## src/rtl/exp_diff_mant_cmp_lza_pkg.sv

```systemverilog
`default_nettype none
// ============================================================================
//  Module   : fphub_pkg
//  Purpose  : Shared defaults, typedefs and helpers for the FP-HUB operand
//             analysis stage (exp_diff_mant_cmp_lza).
//  Contents : M_DFLT/E_DFLT/LW_DFLT widths, exp_t/sexp_t/mant_t/sig_t/lzc_t,
//             sat_lzc() saturating count helper.
//  Revision : 1.0 - initial release
// ============================================================================
package fphub_pkg;

   localparam int M_DFLT  = 24;
   localparam int E_DFLT  = 8;
   localparam int LW_DFLT = $clog2(M_DFLT);

   typedef logic [E_DFLT-1:0]  exp_t;
   typedef logic [E_DFLT:0]    sexp_t;
   typedef logic [M_DFLT-1:0]  mant_t;
   typedef logic [M_DFLT:0]    sig_t;
   typedef logic [LW_DFLT-1:0] lzc_t;

   // Clamp a leading-zero count to the largest value an lw-bit field holds.
   function automatic int sat_lzc(input int cnt, input int lw);
      int max_v;
      max_v = (1 << lw) - 1;
      return (cnt > max_v) ? max_v : cnt;
   endfunction

endpackage
`default_nettype wire

```

## src/rtl/exp_diff_mant_cmp_lza_if.sv

```systemverilog
`default_nettype none
// ============================================================================
//  Module   : exp_diff_mant_cmp_lza_if
//  Purpose  : Operand/result bundle of the FP-HUB operand analysis stage.
//  Ports    : in_valid, Ex, Ey, Mx, My, A, B            (producer -> stage)
//             out_valid, dif, X_greater_than_Y, Ex_equal_Ey,
//             Mx_greater_than_My, shift_amt, lza_zero   (stage -> consumer)
//             diff_abs only when FPHUB_DIFF_ABS_EN is defined.
//  Modports : master (producer/consumer side), slave (the stage).
//  Revision : 1.0 - initial release
// ============================================================================
interface exp_diff_mant_cmp_lza_if
   import fphub_pkg::*;
#(
   parameter int M = M_DFLT,
   parameter int E = E_DFLT
);
   localparam int LW = $clog2(M);

   logic          in_valid;
   logic [E-1:0]  Ex;
   logic [E-1:0]  Ey;
   logic [M-1:0]  Mx;
   logic [M-1:0]  My;
   logic [M:0]    A;
   logic [M:0]    B;

   logic          out_valid;
   logic [E:0]    dif;
   logic          X_greater_than_Y;
   logic          Ex_equal_Ey;
   logic          Mx_greater_than_My;
   logic [LW-1:0] shift_amt;
   logic          lza_zero;
`ifdef FPHUB_DIFF_ABS_EN
   logic [E:0]    diff_abs;
`endif

`ifdef FPHUB_DIFF_ABS_EN
   modport master (
      output in_valid, Ex, Ey, Mx, My, A, B,
      input  out_valid, dif, X_greater_than_Y, Ex_equal_Ey,
             Mx_greater_than_My, shift_amt, lza_zero, diff_abs
   );
   modport slave (
      input  in_valid, Ex, Ey, Mx, My, A, B,
      output out_valid, dif, X_greater_than_Y, Ex_equal_Ey,
             Mx_greater_than_My, shift_amt, lza_zero, diff_abs
   );
`else
   modport master (
      output in_valid, Ex, Ey, Mx, My, A, B,
      input  out_valid, dif, X_greater_than_Y, Ex_equal_Ey,
             Mx_greater_than_My, shift_amt, lza_zero
   );
   modport slave (
      input  in_valid, Ex, Ey, Mx, My, A, B,
      output out_valid, dif, X_greater_than_Y, Ex_equal_Ey,
             Mx_greater_than_My, shift_amt, lza_zero
   );
`endif

endinterface
`default_nettype wire

```

## src/rtl/exp_diff_mant_cmp_lza_leading_zero_counter.sv

```systemverilog
`default_nettype none
// ============================================================================
//  Module   : leading_zero_counter
//  Purpose  : Combinational leading-zero count of a W-bit word, saturated to
//             the LW-bit output range.
//  Ports    : d     in  W   word to scan (MSB first)
//             count out LW  leading zeros (W when d==0), saturated
//             zero  out 1   d == 0
//  Revision : 1.0 - initial release
// ============================================================================
module leading_zero_counter
   import fphub_pkg::*;
#(
   parameter int W  = 25,
   parameter int LW = 5
) (
   input  logic [W-1:0]  d,
   output logic [LW-1:0] count,
   output logic          zero
);

   int   w_cnt;
   logic w_found;

   // Scan from the MSB; the first set bit fixes the count.  An all-zero word
   // leaves the count at W.
   always_comb begin
      w_cnt   = W;
      w_found = 1'b0;
      for (int i = W - 1; i >= 0; i--) begin
         if (!w_found && d[i]) begin
            w_cnt   = W - 1 - i;
            w_found = 1'b1;
         end
      end
   end

   assign count = LW'(sat_lzc(w_cnt, LW));
   assign zero  = ~|d;

endmodule
`default_nettype wire

```

## src/rtl/exp_diff_mant_cmp_lza.sv

```systemverilog
`default_nettype none
// ============================================================================
//  Module   : exp_diff_mant_cmp_lza
//  Purpose  : Registered operand-analysis stage of the FP-HUB adder: signed
//             exponent difference and order, mantissa compare, and exact
//             leading-zero count of |A-B|.  One-cycle latency, no stall.
//  Ports    : clk  - clock, rising edge
//             rst  - synchronous active-high reset (clears all outputs)
//             bus  - exp_diff_mant_cmp_lza_if.slave (operands and results)
//  Config   : FPHUB_DIFF_ABS_EN adds the registered diff_abs = |dif| output.
//  Revision : 1.0 - initial release
// ============================================================================
module exp_diff_mant_cmp_lza
   import fphub_pkg::*;
#(
   parameter int M = M_DFLT,
   parameter int E = E_DFLT
) (
   input  logic                    clk,
   input  logic                    rst,
   exp_diff_mant_cmp_lza_if.slave  bus
);

   localparam int LW = $clog2(M);

   logic [E:0]    w_dif;
   logic          w_x_gt;
   logic          w_e_eq;
   logic          w_m_gt;
   logic [M:0]    w_d;
   logic [LW-1:0] w_lz;
   logic          w_zero;

   logic          r_valid;
   logic [E:0]    r_dif;
   logic          r_x_gt;
   logic          r_e_eq;
   logic          r_m_gt;
   logic [LW-1:0] r_lz;
   logic          r_zero;

   // Zero-extending both exponents by one bit makes the difference exact in
   // E+1 bits two's complement.
   assign w_dif  = {1'b0, bus.Ex} - {1'b0, bus.Ey};
   assign w_x_gt = bus.Ex > bus.Ey;
   assign w_e_eq = bus.Ex == bus.Ey;
   assign w_m_gt = bus.Mx > bus.My;
   assign w_d    = (bus.A >= bus.B) ? (bus.A - bus.B) : (bus.B - bus.A);

   leading_zero_counter #(
      .W  (M + 1),
      .LW (LW)
   ) u_lzc (
      .d     (w_d),
      .count (w_lz),
      .zero  (w_zero)
   );

   always_ff @(posedge clk) begin
      if (rst) begin
         r_valid <= 1'b0;
         r_dif   <= '0;
         r_x_gt  <= 1'b0;
         r_e_eq  <= 1'b0;
         r_m_gt  <= 1'b0;
         r_lz    <= '0;
         r_zero  <= 1'b0;
      end else begin
         r_valid <= bus.in_valid;
         if (bus.in_valid) begin
            r_dif  <= w_dif;
            r_x_gt <= w_x_gt;
            r_e_eq <= w_e_eq;
            r_m_gt <= w_m_gt;
            r_lz   <= w_lz;
            r_zero <= w_zero;
         end
      end
   end

   assign bus.out_valid          = r_valid;
   assign bus.dif                = r_dif;
   assign bus.X_greater_than_Y   = r_x_gt;
   assign bus.Ex_equal_Ey        = r_e_eq;
   assign bus.Mx_greater_than_My = r_m_gt;
   assign bus.shift_amt          = r_lz;
   assign bus.lza_zero           = r_zero;

`ifdef FPHUB_DIFF_ABS_EN
   logic [E:0] w_abs;
   logic [E:0] r_abs;

   // |dif| never exceeds 2^E-1, so negation cannot overflow E+1 bits.
   assign w_abs = w_dif[E] ? -w_dif : w_dif;

   always_ff @(posedge clk) begin
      if (rst) begin
         r_abs <= '0;
      end else if (bus.in_valid) begin
         r_abs <= w_abs;
      end
   end

   assign bus.diff_abs = r_abs;
`endif

endmodule
`default_nettype wire

```

## src/flat_wrapper.sv

```systemverilog
// flat-port wrapper written by rule: the top's interface ports become plain ports
module exp_diff_mant_cmp_lza_flat import fphub_pkg::*;
#(
   parameter int M = M_DFLT,
   parameter int E = E_DFLT
)
  (clk, rst, bus_in_valid, bus_Ex, bus_Ey, bus_Mx, bus_My, bus_A, bus_B, bus_out_valid, bus_dif, bus_X_greater_than_Y, bus_Ex_equal_Ey, bus_Mx_greater_than_My, bus_shift_amt, bus_lza_zero);
  exp_diff_mant_cmp_lza_if #(.M(M), .E(E)) bus_i ();
  input  logic clk;
  input  logic rst;
  input wire logic [$bits(bus_i.in_valid)-1:0] bus_in_valid;
  input wire logic [$bits(bus_i.Ex)-1:0] bus_Ex;
  input wire logic [$bits(bus_i.Ey)-1:0] bus_Ey;
  input wire logic [$bits(bus_i.Mx)-1:0] bus_Mx;
  input wire logic [$bits(bus_i.My)-1:0] bus_My;
  input wire logic [$bits(bus_i.A)-1:0] bus_A;
  input wire logic [$bits(bus_i.B)-1:0] bus_B;
  output wire logic [$bits(bus_i.out_valid)-1:0] bus_out_valid;
  output wire logic [$bits(bus_i.dif)-1:0] bus_dif;
  output wire logic [$bits(bus_i.X_greater_than_Y)-1:0] bus_X_greater_than_Y;
  output wire logic [$bits(bus_i.Ex_equal_Ey)-1:0] bus_Ex_equal_Ey;
  output wire logic [$bits(bus_i.Mx_greater_than_My)-1:0] bus_Mx_greater_than_My;
  output wire logic [$bits(bus_i.shift_amt)-1:0] bus_shift_amt;
  output wire logic [$bits(bus_i.lza_zero)-1:0] bus_lza_zero;
  assign bus_i.in_valid = bus_in_valid;
  assign bus_i.Ex = bus_Ex;
  assign bus_i.Ey = bus_Ey;
  assign bus_i.Mx = bus_Mx;
  assign bus_i.My = bus_My;
  assign bus_i.A = bus_A;
  assign bus_i.B = bus_B;
  assign bus_out_valid = bus_i.out_valid;
  assign bus_dif = bus_i.dif;
  assign bus_X_greater_than_Y = bus_i.X_greater_than_Y;
  assign bus_Ex_equal_Ey = bus_i.Ex_equal_Ey;
  assign bus_Mx_greater_than_My = bus_i.Mx_greater_than_My;
  assign bus_shift_amt = bus_i.shift_amt;
  assign bus_lza_zero = bus_i.lza_zero;
  exp_diff_mant_cmp_lza #(.M(M), .E(E)) u_core (.clk(clk), .rst(rst), .bus(bus_i));
endmodule
```

## config.mk

```make
export PLATFORM = sky130hd
export DESIGN_NAME = exp_diff_mant_cmp_lza_flat
export DESIGN_NICKNAME = d
export VERILOG_FILES = /design/src/rtl/exp_diff_mant_cmp_lza_pkg.sv /design/src/rtl/exp_diff_mant_cmp_lza_if.sv /design/src/rtl/exp_diff_mant_cmp_lza_leading_zero_counter.sv /design/src/rtl/exp_diff_mant_cmp_lza.sv /design/src/flat_wrapper.sv
export SDC_FILE = /design/constraint.sdc
export NUM_CORES = 1
export LEC_CHECK = 0
export BUFFER_PORTS_ARGS = -buffer_cell sky130_fd_sc_hd__buf_2
export CAP_MARGIN = 15
export CORE_UTILIZATION = 42
export DETAILED_ROUTE_END_ITERATION = 16
export PLACE_DENSITY_LB_ADDON = 0.2
export SLEW_MARGIN = 40
export SYNTH_ARGS = -nofsm -noshare
export SYNTH_HDL_FRONTEND = slang
export SYNTH_SLANG_ARGS = --single-unit
```

## constraint.sdc

```tcl
create_clock -name clk -period 4.55 [get_ports clk]
set_clock_uncertainty 0.05 [all_clocks]
set_input_delay 0.91 -clock clk [delete_from_list [all_inputs] [get_ports clk]]
set_output_delay 0.91 -clock clk [all_outputs]
set_load 0.02 [all_outputs]
```

==> impl_metrics.tcl, run 1 <==
set metrics [dict create \
    drv_slew 0 \
    ys_warn_count 0 \
    synth_cell_type_count 63 \
    postRouteAntennaNets 0 \
    clock-sinks 19 \
    firstDrtPassIters 5 \
    core_area_sq_um 10890 \
    path_clk_slew_ps 70 \
    ir_drop_mv 0.1340 \
    syn_area_per_cell_sq_um 7.263 \
    cts_tree "built" \
    synth_edf_count 0 \
    antenna_found_initial 0 \
    cp.arrival_ps 4330 \
    relSlewSlack_pct 64.75 \
    stdcell_count 925 \
    num_rows 38 \
    yosys-top-cells-count "inv_1, ha_1, a21oi_1" \
    internal_power_uw 555.5 \
    crit_required_ps 4650 \
    post_dp_cell_area_sq_um 5610 \
    clkLatencyLatePin_ps 250 \
    timing_worst_slew_pin_value_ps 523.2 \
    rsz0062_at_grt "no" \
    numPortBuffers 135 \
    grt_overflow 0 \
    place_inst 921 \
    gp_congestion 0.9430 \
    fillerInstances 1113 \
    setup_ws_ps 313.1 \
    power.switching_uw 498.2 \
    fmax_mhz 236.0 \
    dp_slack_ps -17.05 \
    cts_buffer_depth 2 \
    seq_area_sq_um 380.4 \
    grt_usage_pct 23.35 \
    synth_top_area_share_pct 21.47 \
    diodes 0 \
    startpoint_type "input port" \
    cp-end-kind "flop" \
    cts_made_buffers 3 \
    min_period_over_period_pct 93.12 \
    cts_setup_buffers 0 \
    grt_first_pass_wirelength_um 22060 \
    postSynthCellCount 650 \
    grt_max_degree 31 \
    ys.flop_type "dfxtp_1" \
    power_density_nw_per_um2 186.2 \
    ys_seq_area_share_pct 8.057 \
    netlist_area_sq_um 4721 \
    root_buffer "clkbuf_8" \
    final.min_clock_period_ps 4237 \
    htreeDepth 1 \
    route.detailed.drc 0 \
    start_util_pct 43.36 \
    yosys_register_bits 19 \
    dieHeight_um 108.0 \
    design.die.area_sq_um 11670 \
    clkPwrFrac_pct 10.9 \
    path_cells "buf_2 -> inv_1 -> ha_1 -> nand4_1 -> nor3_1 -> a31oi_2 -> o21ai_2 -> buf_4 -> mux2i_1 -> xor2_1 -> nand2_1 -> nor3_1 -> a31oi_1 -> a32o_1" \
    seq_power_share_pct 17.7 \
    fin_tns_setup_ps 0 \
    cp_max_fo 12 \
    num_vias 5094 \
    final_hold_viol_count 0 \
    total_power_uw 1054 \
    synth_area_leaders "ha_1, dfxtp_1, inv_1" \
    grt_pass1_vias 4678 \
    num_io_pins 136 \
    multiInputGateArea_sq_um 3845 \
    comb_power_share_pct 71.4 \
    dr.first_iter.drc_count 248 \
    synth_area_leader_cell "ha_1" \
    cp_slowest_cell "ha_1" \
    crit_top_cell "nor3_1" \
    postCtsHoldBufs 0 \
    fp.dieW_um 108.0 \
    viasPerCell 5.507 \
    nNetsFinal 987 \
    stdcell_area_sq_um 5659 \
    drive_gt1_share_pct 23.31 \
    wl_per_cell_um 14.95 \
    synthesis.nets 851 \
    leakagePower_uw 0.002945 \
    dp_hpwl_um 12110 \
    syn_to_final_growth_pct 19.88 \
    setup_viol 0 \
    status "finished, final reports clean" \
    yosys.cell_count.top_type "inv_1" \
    maxCapViolCount 0 \
    worstSetupPathType "input port to flop" \
    swShare_pct 47.28 \
    routed_wl_um 13830 \
    worstHoldPathType "flop to flop" \
    max_stage_delay_ps 510 \
    ys_async_sr_fraction_pct 0 \
]
per-stage QoR:
| step | utilization, % | hold slack, ps |
|---|---|---|
| global route | 51.98 | 436.9 |
| floorplan | - | 493.3 |
| detailed placement | 51.53 | 407.0 |
| CTS | 51.94 | 420.8 |
| finish | 51.98 | 418.2 |
| global placement | 51.53 | 407.2 |
flip-flops by register name (all words and copies together) (netlist names):
signal / flops
u_core.bus.dif: 9
u_core.bus.shift_amt: 5
u_core.bus.Ex_equal_Ey: 1
u_core.bus.Mx_greater_than_My: 1
u_core.bus.X_greater_than_Y: 1
u_core.bus.lza_zero: 1
u_core.bus.out_valid: 1
final timing paths:
check	start	end	slack, ps	cells after the start
hold reg to reg	u_core.bus.shift_amt[0]	u_core.bus.shift_amt[0]	420	1
setup reg to reg	u_core.bus.shift_amt[1]	u_core.bus.shift_amt[1]	3660	3
setup / recovery	bus_B[17]	u_core.bus.shift_amt[0]	310	14
hold / removal	u_core.bus.shift_amt[0]	u_core.bus.shift_amt[0]	420	1
cells by family after synthesis:
group                    synth area share, %
AO/OA/AOI/OAI                          29.84
AND/OR/NAND/NOR                        16.94
buffers and inverters                  10.57
adder cells (fa/ha/maj)                22.74
XOR/XNOR                               6.123
multiplexers                           5.725
flip-flops                             8.057
routing by layer:
metal | up-vias | GRT usage, % | share of wire [%]
met5 | - | 0 | 0
met4 | 0 | 5.382 | 1.9
met3 | 18 | 1.145 | 5.7
met2 | 183 | 41.54 | 47
met1 | 2320 | 30.75 | 46
li1 | 2573 | - | -
repair_timing:
item / 4_1_cts / 5_1_grt
gates resized for setup: 0 / 2
endpoints found under the hold margin: 0 / 0
setup endpoints to repair: 0 / 5
layout make-up:
cell class / instances / area share (%)
clock buffers: 4 / 0.7959
inverters: 94 / 6.235
multi-input cells: 510 / 67.94
flip-flops and latches: 19 / 6.721
well taps: 140 / 3.095
repair buffers: 158 / 15.21
power groups by stage:
| stage | logic, uW | clock network [uW] | registers, uW |
|---|---|---|---|
| after floorplan | 499 | 0 | 207 |
| after detailed placement | 744 | 0 | 191 |
| after global placement | 741 | 0 | 190 |
| after CTS | 748 | 118 | 187 |
| final | 752 | 115 | 187 |
| after global routing | 831 | 126 | 188 |
critical path, delay by kind of cell:
kind                       cells  cell delay [ps]
AOI/OAI and AO/OA              4              770
xor gates and xnor gates       1              310
adders and majority gates      1              510
buffers and inverters          3              430
muxes                          1              250
and+or+nand+nor                4             1150
cells in the final DEF (no fill, tap or decap), types with 4 or more instances in the layout:
cell type	synthesis	routed
a211oi_1	6	6
a21boi_0	4	4
a21o_1	18	18
a21oi_1	68	67
a21oi_2	3	4
a31oi_1	5	5
buf_2	15	135
buf_4	3	22
dfxtp_1	19	19
ha_1	81	81
inv_1	94	94
mux2i_1	27	27
nand2_1	38	38
nand2b_1	14	14
nand3_1	8	8
nand4_1	21	21
nor2_1	33	33
nor2b_1	10	10
nor3_1	10	10
o211ai_1	11	11
o21a_1	15	15
o21ai_0	35	34
o21ai_1	5	6
o21bai_1	8	8
xnor2_1	15	15
xor2_1	18	18
Power figures use the tool's default switching activity.
==> run 2, diff against run 1 <==
Settings changed: BUFFER_PORTS_ARGS -buffer_cell sky130_fd_sc_hd__buf_2 to not set, DONT_BUFFER_PORTS set to 1.
==> run 2 against run 1 <==
Against the previous run:
- register-to-register slack got worse by 170 ps
- utilization decreased by 7.1 points
- first-iteration DRC count decreased by 22%
- critical path depth increased by 2
- via count decreased by 11%
- final area decreased by 14%
- die area unchanged
- global-route usage decreased by 1.4 points
- power decreased by 8.5%
- sequential power increased by 11%
- clock-buffer cell count decreased by 1
==> impl_metrics.tcl, run 2 (synthesized netlist as in run 1, its figures left out) <==
set metrics [dict create \
    crit_end "u_core.bus.shift_amt[1]" \
    rr_endpoint "u_core.bus.shift_amt[1]" \
    start_util_pct 43.36 \
    dr.first_iter.drc_count 193 \
    grt_first_pass_wirelength_um 20580 \
    min_period_over_period_pct 91.12 \
    startpoint "bus_B[0]" \
    cts_resized 0 \
    drive_gt1_share_pct 5.643 \
    cts_tree "built" \
    cp_max_fo 5 \
    postCtsHoldBufs 0 \
    cts_setup_buffers 0 \
    seq_area_sq_um 380.4 \
    cts_made_buffers 3 \
    core_area_sq_um 10890 \
    timing_worst_slew_pin_value_ps 533.8 \
    crit_required_ps 4690 \
    final_util_pct 44.92 \
    fin_tns_setup_ps 0 \
    num_vias 4548 \
    postRouteAntennaNets 0 \
    cts_buffer_depth 2 \
    nNetsFinal 840 \
    dieHeight_um 108.0 \
    cp.arrival_ps 4280 \
    grt_usage_pct 21.93 \
    leakagePower_uw 0.002334 \
    cp-end-kind "flop" \
    worstHoldPathType "flop to flop" \
    post_dp_cell_area_sq_um 4845 \
    ir_drop_mv 0.1014 \
    viasPerCell 5.846 \
    final.min_clock_period_ps 4146 \
    relSlewSlack_pct 64.04 \
    max_stage_delay_ps 420 \
    dp_hpwl_um 11520 \
    clkLatencyLatePin_ps 260 \
    final_cell_mix "inv_1, ha_1, a21oi_1" \
    fmax_mhz 241.2 \
    r2r_start "u_core.bus.shift_amt[1]" \
    num_io_pins 136 \
    total_power_uw 964.7 \
    grt_overflow 0 \
    fp.dieW_um 108.0 \
    largest_reg_flops 9 \
    grt_max_degree 31 \
    htreeDepth 1 \
    num_rows 38 \
    route.detailed.drc 0 \
    gp_congestion 0.9558 \
    final_common_cell "inv_1" \
    startpoint_type "input port" \
    clock-sinks 19 \
    antenna_found_initial 0 \
    numPortBuffers 0 \
    fillerInstances 1156 \
    syn_to_final_growth_pct 3.605 \
    rsz0062_at_grt "no" \
    setup_viol 0 \
    cp_slowest_cell "fa_1" \
    root_buffer "clkbuf_8" \
    firstDrtPassIters 5 \
    status "finished, final reports clean" \
    wl_per_cell_um 17.01 \
    diodes 0 \
    grt_pass1_vias 4419 \
    final_hold_viol_count 0 \
    routed_wl_um 13230 \
    drv_slew 0 \
    holdWs_ps 521.7 \
    path_clk_slew_ps 70 \
    reg2reg_depth 3 \
    stdcell_area_sq_um 4891 \
    multiInputGateArea_sq_um 3841 \
    worstSetupPathType "input port to flop" \
    rrSetupSlack_ps 3490 \
    maxCapViolCount 0 \
    path_cells "inv_1 -> ha_1 -> inv_1 -> fa_1 -> a21o_1 -> a21oi_1 -> o21ai_0 -> a21oi_1 -> o211ai_1 -> a32oi_2 -> o21ai_1 -> xor2_1 -> nor4_4 -> buf_4 -> o211ai_1 -> a31oi_1" \
    design.die.area_sq_um 11670 \
    power_density_nw_per_um2 197.2 \
]
## run 2: changes by cell type in the layout (fill, tap and decap cells not counted), sizes merged
cell | before | now
buf | 158 | 11
clkbuf | 4 | 3
clkinv | 0 | 1
## run 2: stage by stage
stage               worst slack (ps)  std cells
finish                         404.0        778
global placement               115.1        774
CTS                            411.6        778
detailed placement             132.0        774
global route                   121.6        778
floorplan                      621.1        650
## run 2: layer usage
metal	global-route usage, %	share of wire, %	vias to the layer above
li1	-	-	2281
met1	26.43	42	2088
met2	40.63	49	161
met3	3.074	7.1	18
met4	4.990	1.6	0
met5	0	0	-
## run 2: final cells by class
type | instances | share of cell area, %
flip-flops and latches | 19 | 7.777
clock inverters | 1 | 0.1023
well taps | 140 | 3.581
clock buffers | 3 | 0.8442
repair buffers | 11 | 1.944
inverters | 94 | 7.214
multi-input cells | 510 | 78.54
## run 2: how the worst min path moves through the flow
| stage | depth (start not counted) | from | slack, ps | endpoint |
|---|---|---|---|---|
| detailed placement | 2 | u_core.bus.Mx_greater_than_My | 510 | u_core.bus.Mx_greater_than_My |
| finish | 2 | u_core.bus.Mx_greater_than_My | 520 | u_core.bus.Mx_greater_than_My |
| CTS | 2 | u_core.bus.Mx_greater_than_My | 530 | u_core.bus.Mx_greater_than_My |
| global route | 2 | u_core.bus.shift_amt[4] | 540 | u_core.bus.shift_amt[4] |
| floorplan | 2 | u_core.bus.lza_zero | 490 | u_core.bus.lza_zero |
| global placement | 2 | u_core.bus.dif[0] | 510 | u_core.bus.dif[0] |
## run 2: report_power, final
part / internal (uW) / switching (uW) / total [uW]
registers: 180 / 26.8 / 207
logic: 261 / 379 / 640
clock network: 60.9 / 56.6 / 118
## run 2: worst max-delay path: cells and delay by family
kind                       cells  cell delay [ps]
AOI/OAI and AO/OA              9             1970
adders and majority gates      2              580
and+or+nand+nor                1              340
buffers and inverters          3              260
xor gates and xnor gates       1              200
